[config.mk]
export PLATFORM = sky130hd
export DESIGN_NAME = serial_adder
export DESIGN_NICKNAME = d
export VERILOG_FILES = /design/src/rtl/serial_adder.sv
export SDC_FILE = /design/constraint.sdc
export NUM_CORES = 1
export LEC_CHECK = 0
export ABC_AREA = 1
export CAP_MARGIN = 20
export CORE_AREA = 2 2 39 41
export DETAILED_ROUTE_END_ITERATION = 7
export DIE_AREA = 0 0 41 43
export GPL_TIMING_DRIVEN = 0
export SLEW_MARGIN = 25
export SYNTH_ARGS = -nofsm -noshare
export SYNTH_HDL_FRONTEND = slang
export SYNTH_SLANG_ARGS = --single-unit
[constraint.sdc]
create_clock -name clk -period 2.25 [get_ports clk]
set_input_delay 0.225 -clock clk [delete_from_list [all_inputs] [get_ports clk]]
set_output_delay 0.225 -clock clk [all_outputs]
set_load 0.05 [all_outputs]
[src/rtl/serial_adder.sv]
// rtl/serial_adder.sv - bit-serial LSB-first incrementer, zero-latency Mealy output
module serial_adder #(
    parameter int WIDTH = 4
) (
    input  logic clk,
    input  logic reset,
    input  logic data,
    output logic out
);

    localparam int CW = (WIDTH > 1) ? $clog2(WIDTH) : 1;
    localparam logic [CW-1:0] LAST = CW'(WIDTH - 1);

    // State is the pending carry into the current bit position
    typedef enum logic {
        CARRY0 = 1'b0,
        CARRY1 = 1'b1
    } state_t;

    state_t          state;
    state_t          next_state;
    logic [CW-1:0]   bit_cnt;
    logic [CW-1:0]   next_cnt;
    logic            carry_eff;

    always_ff @(posedge clk) begin
        if (reset) begin
            state   <= CARRY1;
            bit_cnt <= '0;
        end else begin
            state   <= next_state;
            bit_cnt <= next_cnt;
        end
    end

    always_comb begin
        next_state = state;
        next_cnt   = bit_cnt;
        carry_eff  = reset ? 1'b1 : state;
        out        = data ^ carry_eff;

        // The word's final carry-out is dropped so all-ones wraps to zero
        if (bit_cnt == LAST) begin
            next_state = CARRY1;
            next_cnt   = '0;
        end else begin
            next_cnt = bit_cnt + 1'b1;
            case (state)
                CARRY1:  next_state = data ? CARRY1 : CARRY0;
                default: next_state = CARRY0;
            endcase
        end
    end

endmodule

After elaboration in Yosys (flattened, before gate mapping)
Index checks and enable logic that the tools add are counted.

Output and inout port bits: 1. Input bits: 3. Flip-flop bits (word level): 3. Word-level logic and storage cells: 9.

Muxes and demuxes: 3. Bitwise gates (word level): 1. Reductions and logical operators: 1. $add $sub $neg: 1. Equal/unequal tests: 1.

Operator list (number): two-way mux 1 bit (3); adder 2 x 1 -> 2 bit, second input constant (1); equality test 2 bit, second input constant (1); OR reduction 2 bit (1); XOR 1 bit (1).

Logic depth before layout (Yosys ltp)
Gate-level depths: netlist (run 1).

Word-level depth: 2. Depth in mapped cells: 4. Depth with buffers taken out: 4.

Worst setup path after synthesis (run 1)
No wires, ideal clock.

Path kind: register -> output. Start point: register state. End point: output port out. Buffers on the path: 0. Cell stages (with the launch flop): 4. Data required time: 2.025 ns. Slack: 1.269 ns. Data arrival time: 0.756 ns. Path through: dfxtp_1 > nor2_1 > nand2_1 > nand2_1.

Longest elaborated chain between the ends: 2.

Ends and longest elaborated chain: start: declaration (RTL line 20) `state_t state;`; start signal: assignment (RTL line 31) `state <= next_state;`; two-way mux 1 bit (RTL line 39) `carry_eff = reset ? 1'b1 : state;`; XOR 1 bit (RTL line 40) `out = data ^ carry_eff;`; end: declaration (RTL line 8) `output logic out`.

Every way passes these cells.

Final worst setup path (run 1)
Start point: input port reset. End point: output port out.

Longest elaborated chain between the ends: 2.

Ends and longest elaborated chain: start: declaration (RTL line 6) `input logic reset,`; two-way mux 1 bit (RTL line 39); XOR 1 bit (RTL line 40).

Every way passes these cells.

==> impl_metrics.toml, run 1 <==
[placement]
io_buffers = 3
place_congestion = 0.527

[sta]
setup_violations = 0
final_hold_viol_count = 0
final_max_slew_viol_count = 0
slew_at_the_pin_closest_to_its_max_slew_limit_ns = 0.487
fin_worst_hold_slack_ns = 0.423
rsz0062_at_grt = "no"
fin_crit_ns = 1.93
fin_setup_tns_ns = 0
maxSlewHeadroom_pct = 67.4
fmax_mhz = 519
fin_skew_ns = 0.00243
min_period_over_period_pct = 85.7

[grt]
gr-usage-all-layers_pct = 4.71
global_route_wire_length_before_repair_um = 400
grt_pass1_vias = 107
grt_max_degree = 4
grt_antenna_before_repair = 0
grt_overflow_total = 0

[setup_path]
critical-path-max-stage-delay_ns = 0.79
path_class = "in2out"
critPathMaxFanout = 3
timing.critical_path.slowest_stage_cell = "sky130_fd_sc_hd__clkdlybuf4s50_1"
critPathCaptureType = "output pin"
ff2ff_setup_slack_ns = 1.45
cp_data_required_time_ns = 2.03
worstSetupStartpointType = "input port"
crit_path_cell_trace = "clkdlybuf4s50_1 > nor2_1 > nand2_1 > nand2_1 > clkdlybuf4s50_1"
worst_ep_arrival_time_ns = 1.70

[cells_and_area]
nNetsFinal = 28
layout-drive-gt1-share_pct = 17.4
syn_to_final_growth_pct = 62.9
diodes = 0
layout_commonest_cell = "sky130_fd_sc_hd__nand2_1"

[synthesis]
warnings_from_yosys = 0
post_synth_inst_count = 16
synth_sequential_area_ratio_pct = 49.5
synthesis.area_um2 = 121
top_area_cell_type_share_of_the_netlist_area_pct = 49.5
synth.area.top_cells = "sky130_fd_sc_hd__dfxtp_1 49%, sky130_fd_sc_hd__nand2_1 12%, sky130_fd_sc_hd__ha_1 10%, sky130_fd_sc_hd__inv_1 9.3%, sky130_fd_sc_hd__nor2_1 9.3%"
synth-seq-cells = 3
syn_nets = 20
synthDominantAreaCellType = "sky130_fd_sc_hd__dfxtp_1"
syn_avg_cell_area_um2 = 7.59
netlist-cell-type-count = 7

[cts]
cts_max_path_buffers = 2
clkTransAtPathRegs_ns = 0.03
postCtsSetupBuffers = 0
clkLatencyLatePin_ns = 0.23
cts_made_buffers = 3
cts_sinks = 3
number_of_gates_resized_after_cts = 0
post_cts_hold_buffer_count = 0
cts-htree-levels = 1
ctsRootBufferMaster = "sky130_fd_sc_hd__clkbuf_4"
cts_tree = "built"

[floorplan]
rows = 14
die_y_um = 43
die_width_um = 41
floorplan.core_area_mm2 = 0.00138
floorplan.initialDensity_pct = 8.77
floorplan.die_area_mm2 = 0.00176
io_pins = 4

[power]
vdd_ir_drop_max_mv = 0.352
leakage_nw = 0.0953
p_per_area_mw_per_mm2 = 925

[run_status]
outcome = "finished, final reports clean"

[routing]
detail_route.iter0.violations = 0
routedWlPerCell_um = 6.23
number_of_nets_still_failing_antenna_checks_after_routing = 0
routed-via-count = 117
drt-total-wl_um = 243
drt_drc_violations_left = 0
drt_pass1_iterations = 1
via_per_inst = 3.00

[worst_hold_path]
worst_hold_path_type = "reg2reg"

[run]
cap_viol_max_count = 0
## path summary, 6_finish.rpt
path	from	to	cells past startpoint
worst max-delay path	reset	out	5
worst min-delay path	bit_cnt[0]	bit_cnt[0]	1
worst max register to register	bit_cnt[0]	bit_cnt[0]	4
worst min register to register	bit_cnt[0]	bit_cnt[0]	1
## synth_stat cells, drive strengths merged
master and count:
dfxtp 3, ha 1, inv 3, nand2 4
nor2 4, o21ai 1
## per-stage QoR
step	instance area [um^2]	power, mW	setup WS, ns	cells	utilization (%)
6_report	198	0.183	0.322	39	14.3
5_1_grt	198	0.202	0.281	39	14.3
4_1_cts	198	0.187	0.322	39	14.3
3_5_place_dp	171	0.0887	0.329	35	12.4
3_3_place_gp	171	0.0878	0.338	35	12.4
2_1_floorplan	121	0.0794	1.27	16	-
## worst max-delay path, delay by kind of cell
family	cells	cell delay [ns]
buffers and inverters	2	1.25
AND/OR/NAND/NOR	3	0.22
## sequential cells by signal, summed over array words and instances (netlist names)
| register | cells |
|---|---|
| bit_cnt | 2 |
| state | 1 |
## area by class of cell
| type | instances | area [um^2] |
|---|---|---|
| Clock buffer | 4 | 26.3 |
| Fill cell | 158 | 1190 |
| Inverter | 3 | 11.3 |
| Multi-Input combinational cell | 10 | 50.0 |
| Sequential cell | 3 | 60.1 |
| Tap cell | 16 | 20.0 |
| Timing Repair Buffer | 3 | 30.0 |
## routing by layer
metal	up-vias	global-route usage, %	part of all wire (%)
li1	63	-	-
met1	45	2.88	45
met2	7	4.38	27
met3	2	9.42	25
met4	0	4.00	2.1
met5	-	0	0
## report_power, final
part | switching, mW | total, mW | internal (mW)
Combinational | 0.0143 | 0.0253 | 0.0110
Sequential | 0.00291 | 0.0628 | 0.0599
Clock | 0.0283 | 0.0948 | 0.0665
## kinds of logic (layout without fill, tap and decap cells)
family,count (synthesis),in the layout,share of synthesized area (%)
simple gates,8,8,26.8
flops,3,3,49.5
compound gates,1,1,4.12
fa+ha+maj,1,1,10.3
buf+inv,3,10,9.28
Power figures use the tool's default switching activity.
==> run 2, diff against run 1 <==
--- a/config.mk
+++ b/config.mk
@@ -11,6 +11,7 @@
 export DETAILED_ROUTE_END_ITERATION = 7
 export DIE_AREA = 0 0 41 43
 export GPL_TIMING_DRIVEN = 0
+export RECOVER_POWER = 25
 export SLEW_MARGIN = 25
 export SYNTH_ARGS = -nofsm -noshare
 export SYNTH_HDL_FRONTEND = slang
==> impl_metrics.toml, run 2 (same netlist as run 1, synthesis figures left out) <==
[run_status]
outcome = "finished, final reports clean"

[sta]
min_period_over_period_pct = 84.9
slew_at_the_pin_closest_to_its_max_slew_limit_ns = 0.487
rsz0062_at_grt = "no"
fin_setup_tns_ns = 0
final_max_slew_viol_count = 0
final_hold_viol_count = 0
maxSlewHeadroom_pct = 67.4
setup_violations = 0
fin_crit_ns = 1.91
fin_skew_ns = 0.00243
fmax_mhz = 524

[routing]
via_per_inst = 2.97
routed-via-count = 116
drt_drc_violations_left = 0
detail_route.iter0.violations = 0
drt_pass1_iterations = 1
number_of_nets_still_failing_antenna_checks_after_routing = 0
drt-total-wl_um = 234
routedWlPerCell_um = 6.00

[grt]
grt_overflow_total = 0
global_route_wire_length_before_repair_um = 400
grt_antenna_before_repair = 0
grt_max_degree = 4
gr-usage-all-layers_pct = 4.71
grt_pass1_vias = 107

[cells_and_area]
final_core_utilization_pct = 14.1
syn_to_final_growth_pct = 60.8
stdcell_area_um2 = 195
diodes = 0
regMostFlops = "bit_cnt"
final_cell_mix = "4 x sky130_fd_sc_hd__nor2_1, 4 x sky130_fd_sc_hd__nand2_1"
layout-drive-gt1-share_pct = 13.0
nNetsFinal = 28
largest_reg_flops = 2
reg_top3 = "bit_cnt (2), state (1)"

[floorplan]
floorplan.initialDensity_pct = 8.77
die_width_um = 41
floorplan.die_area_mm2 = 0.00176
io_pins = 4
die_y_um = 43
floorplan.core_area_mm2 = 0.00138
rows = 14

[power]
sw_frac_of_total_pct = 24.8
pwr-share-seq_pct = 34.5
p_per_area_mw_per_mm2 = 932
vdd_ir_drop_max_mv = 0.352
finalPower_uw = 182
p_switching_uw = 45.1
power_frac_comb_pct = 13.4
power_frac_clock_pct = 52.1
p_int_uw = 137
leakage_nw = 0.0951

[cts]
cts_sinks = 3
cts_made_buffers = 3
clkTransAtPathRegs_ns = 0.03
number_of_gates_resized_after_cts = 0
post_cts_hold_buffer_count = 0
clkLatencyLatePin_ns = 0.23
cts_max_path_buffers = 2
cts-htree-levels = 1
cts_tree = "built"
ctsRootBufferMaster = "sky130_fd_sc_hd__clkbuf_4"
postCtsSetupBuffers = 0

[setup_path]
rr_worst_depth = 4
worstSetupStartpointType = "input port"
path_class = "in2out"
critPathMaxFanout = 3
cp_data_required_time_ns = 2.03
worst_ep_arrival_time_ns = 1.68
critPathCaptureType = "output pin"

[run]
cap_viol_max_count = 0

[placement]
io_buffers = 3
place_congestion = 0.527
dpl-instance-area_um2 = 171

[worst_hold_path]
worst_hold_path_type = "reg2reg"
timing.hold.worst_path_depth = 1
[run 2: cell counts in the layout (fill, tap and decap cells not counted)]
No cell type changed its count.
[run 2: area by class of cell]
class	count	area [um^2]
Sequential cell	3	60.1
Fill cell	159	1190
Clock buffer	4	26.3
Tap cell	16	20.0
Timing Repair Buffer	3	30.0
Multi-Input combinational cell	10	47.5
Inverter	3	11.3
[run 2: metal layers]
metal,track usage [%],part of all wire [%]
met1,2.88,43
met2,4.38,28
met3,9.42,26
met4,4.00,2.1
met5,0,0
[run 2: final timing paths]
kind,start,endpoint,slack [ns]
hold reg to reg,bit_cnt[0],bit_cnt[0],0.42
setup / recovery,reset,out,0.34
hold / removal,bit_cnt[0],bit_cnt[0],0.42
setup reg to reg,bit_cnt[0],bit_cnt[0],1.43
[run 2: critical path, stage by stage]
cell                              delay, ns
sky130_fd_sc_hd__clkdlybuf4s50_1       0.45
sky130_fd_sc_hd__nor2_1                0.12
sky130_fd_sc_hd__nand2_1               0.05
sky130_fd_sc_hd__nand2_1               0.05
sky130_fd_sc_hd__clkdlybuf4s50_1       0.79
[run 2: power groups by stage]
stage          combinational, mW  clock (mW)  sequential [mW]
3_3_place_gp              0.0247           0           0.0631
5_1_grt                   0.0279       0.109           0.0639
6_report                  0.0244      0.0948           0.0627
2_1_floorplan             0.0166           0           0.0628
3_5_place_dp              0.0252           0           0.0635
4_1_cts                   0.0255      0.0991           0.0628
[run 2: per-stage QoR]
stage / hold slack [ns] / std cells / setup WS, ns
after floorplan: 0.316 / 16 / 1.27
after global placement: 0.409 / 35 / 0.338
after detailed placement: 0.423 / 35 / 0.329
after CTS: 0.428 / 39 / 0.322
after global routing: 0.449 / 39 / 0.299
final: 0.424 / 39 / 0.341
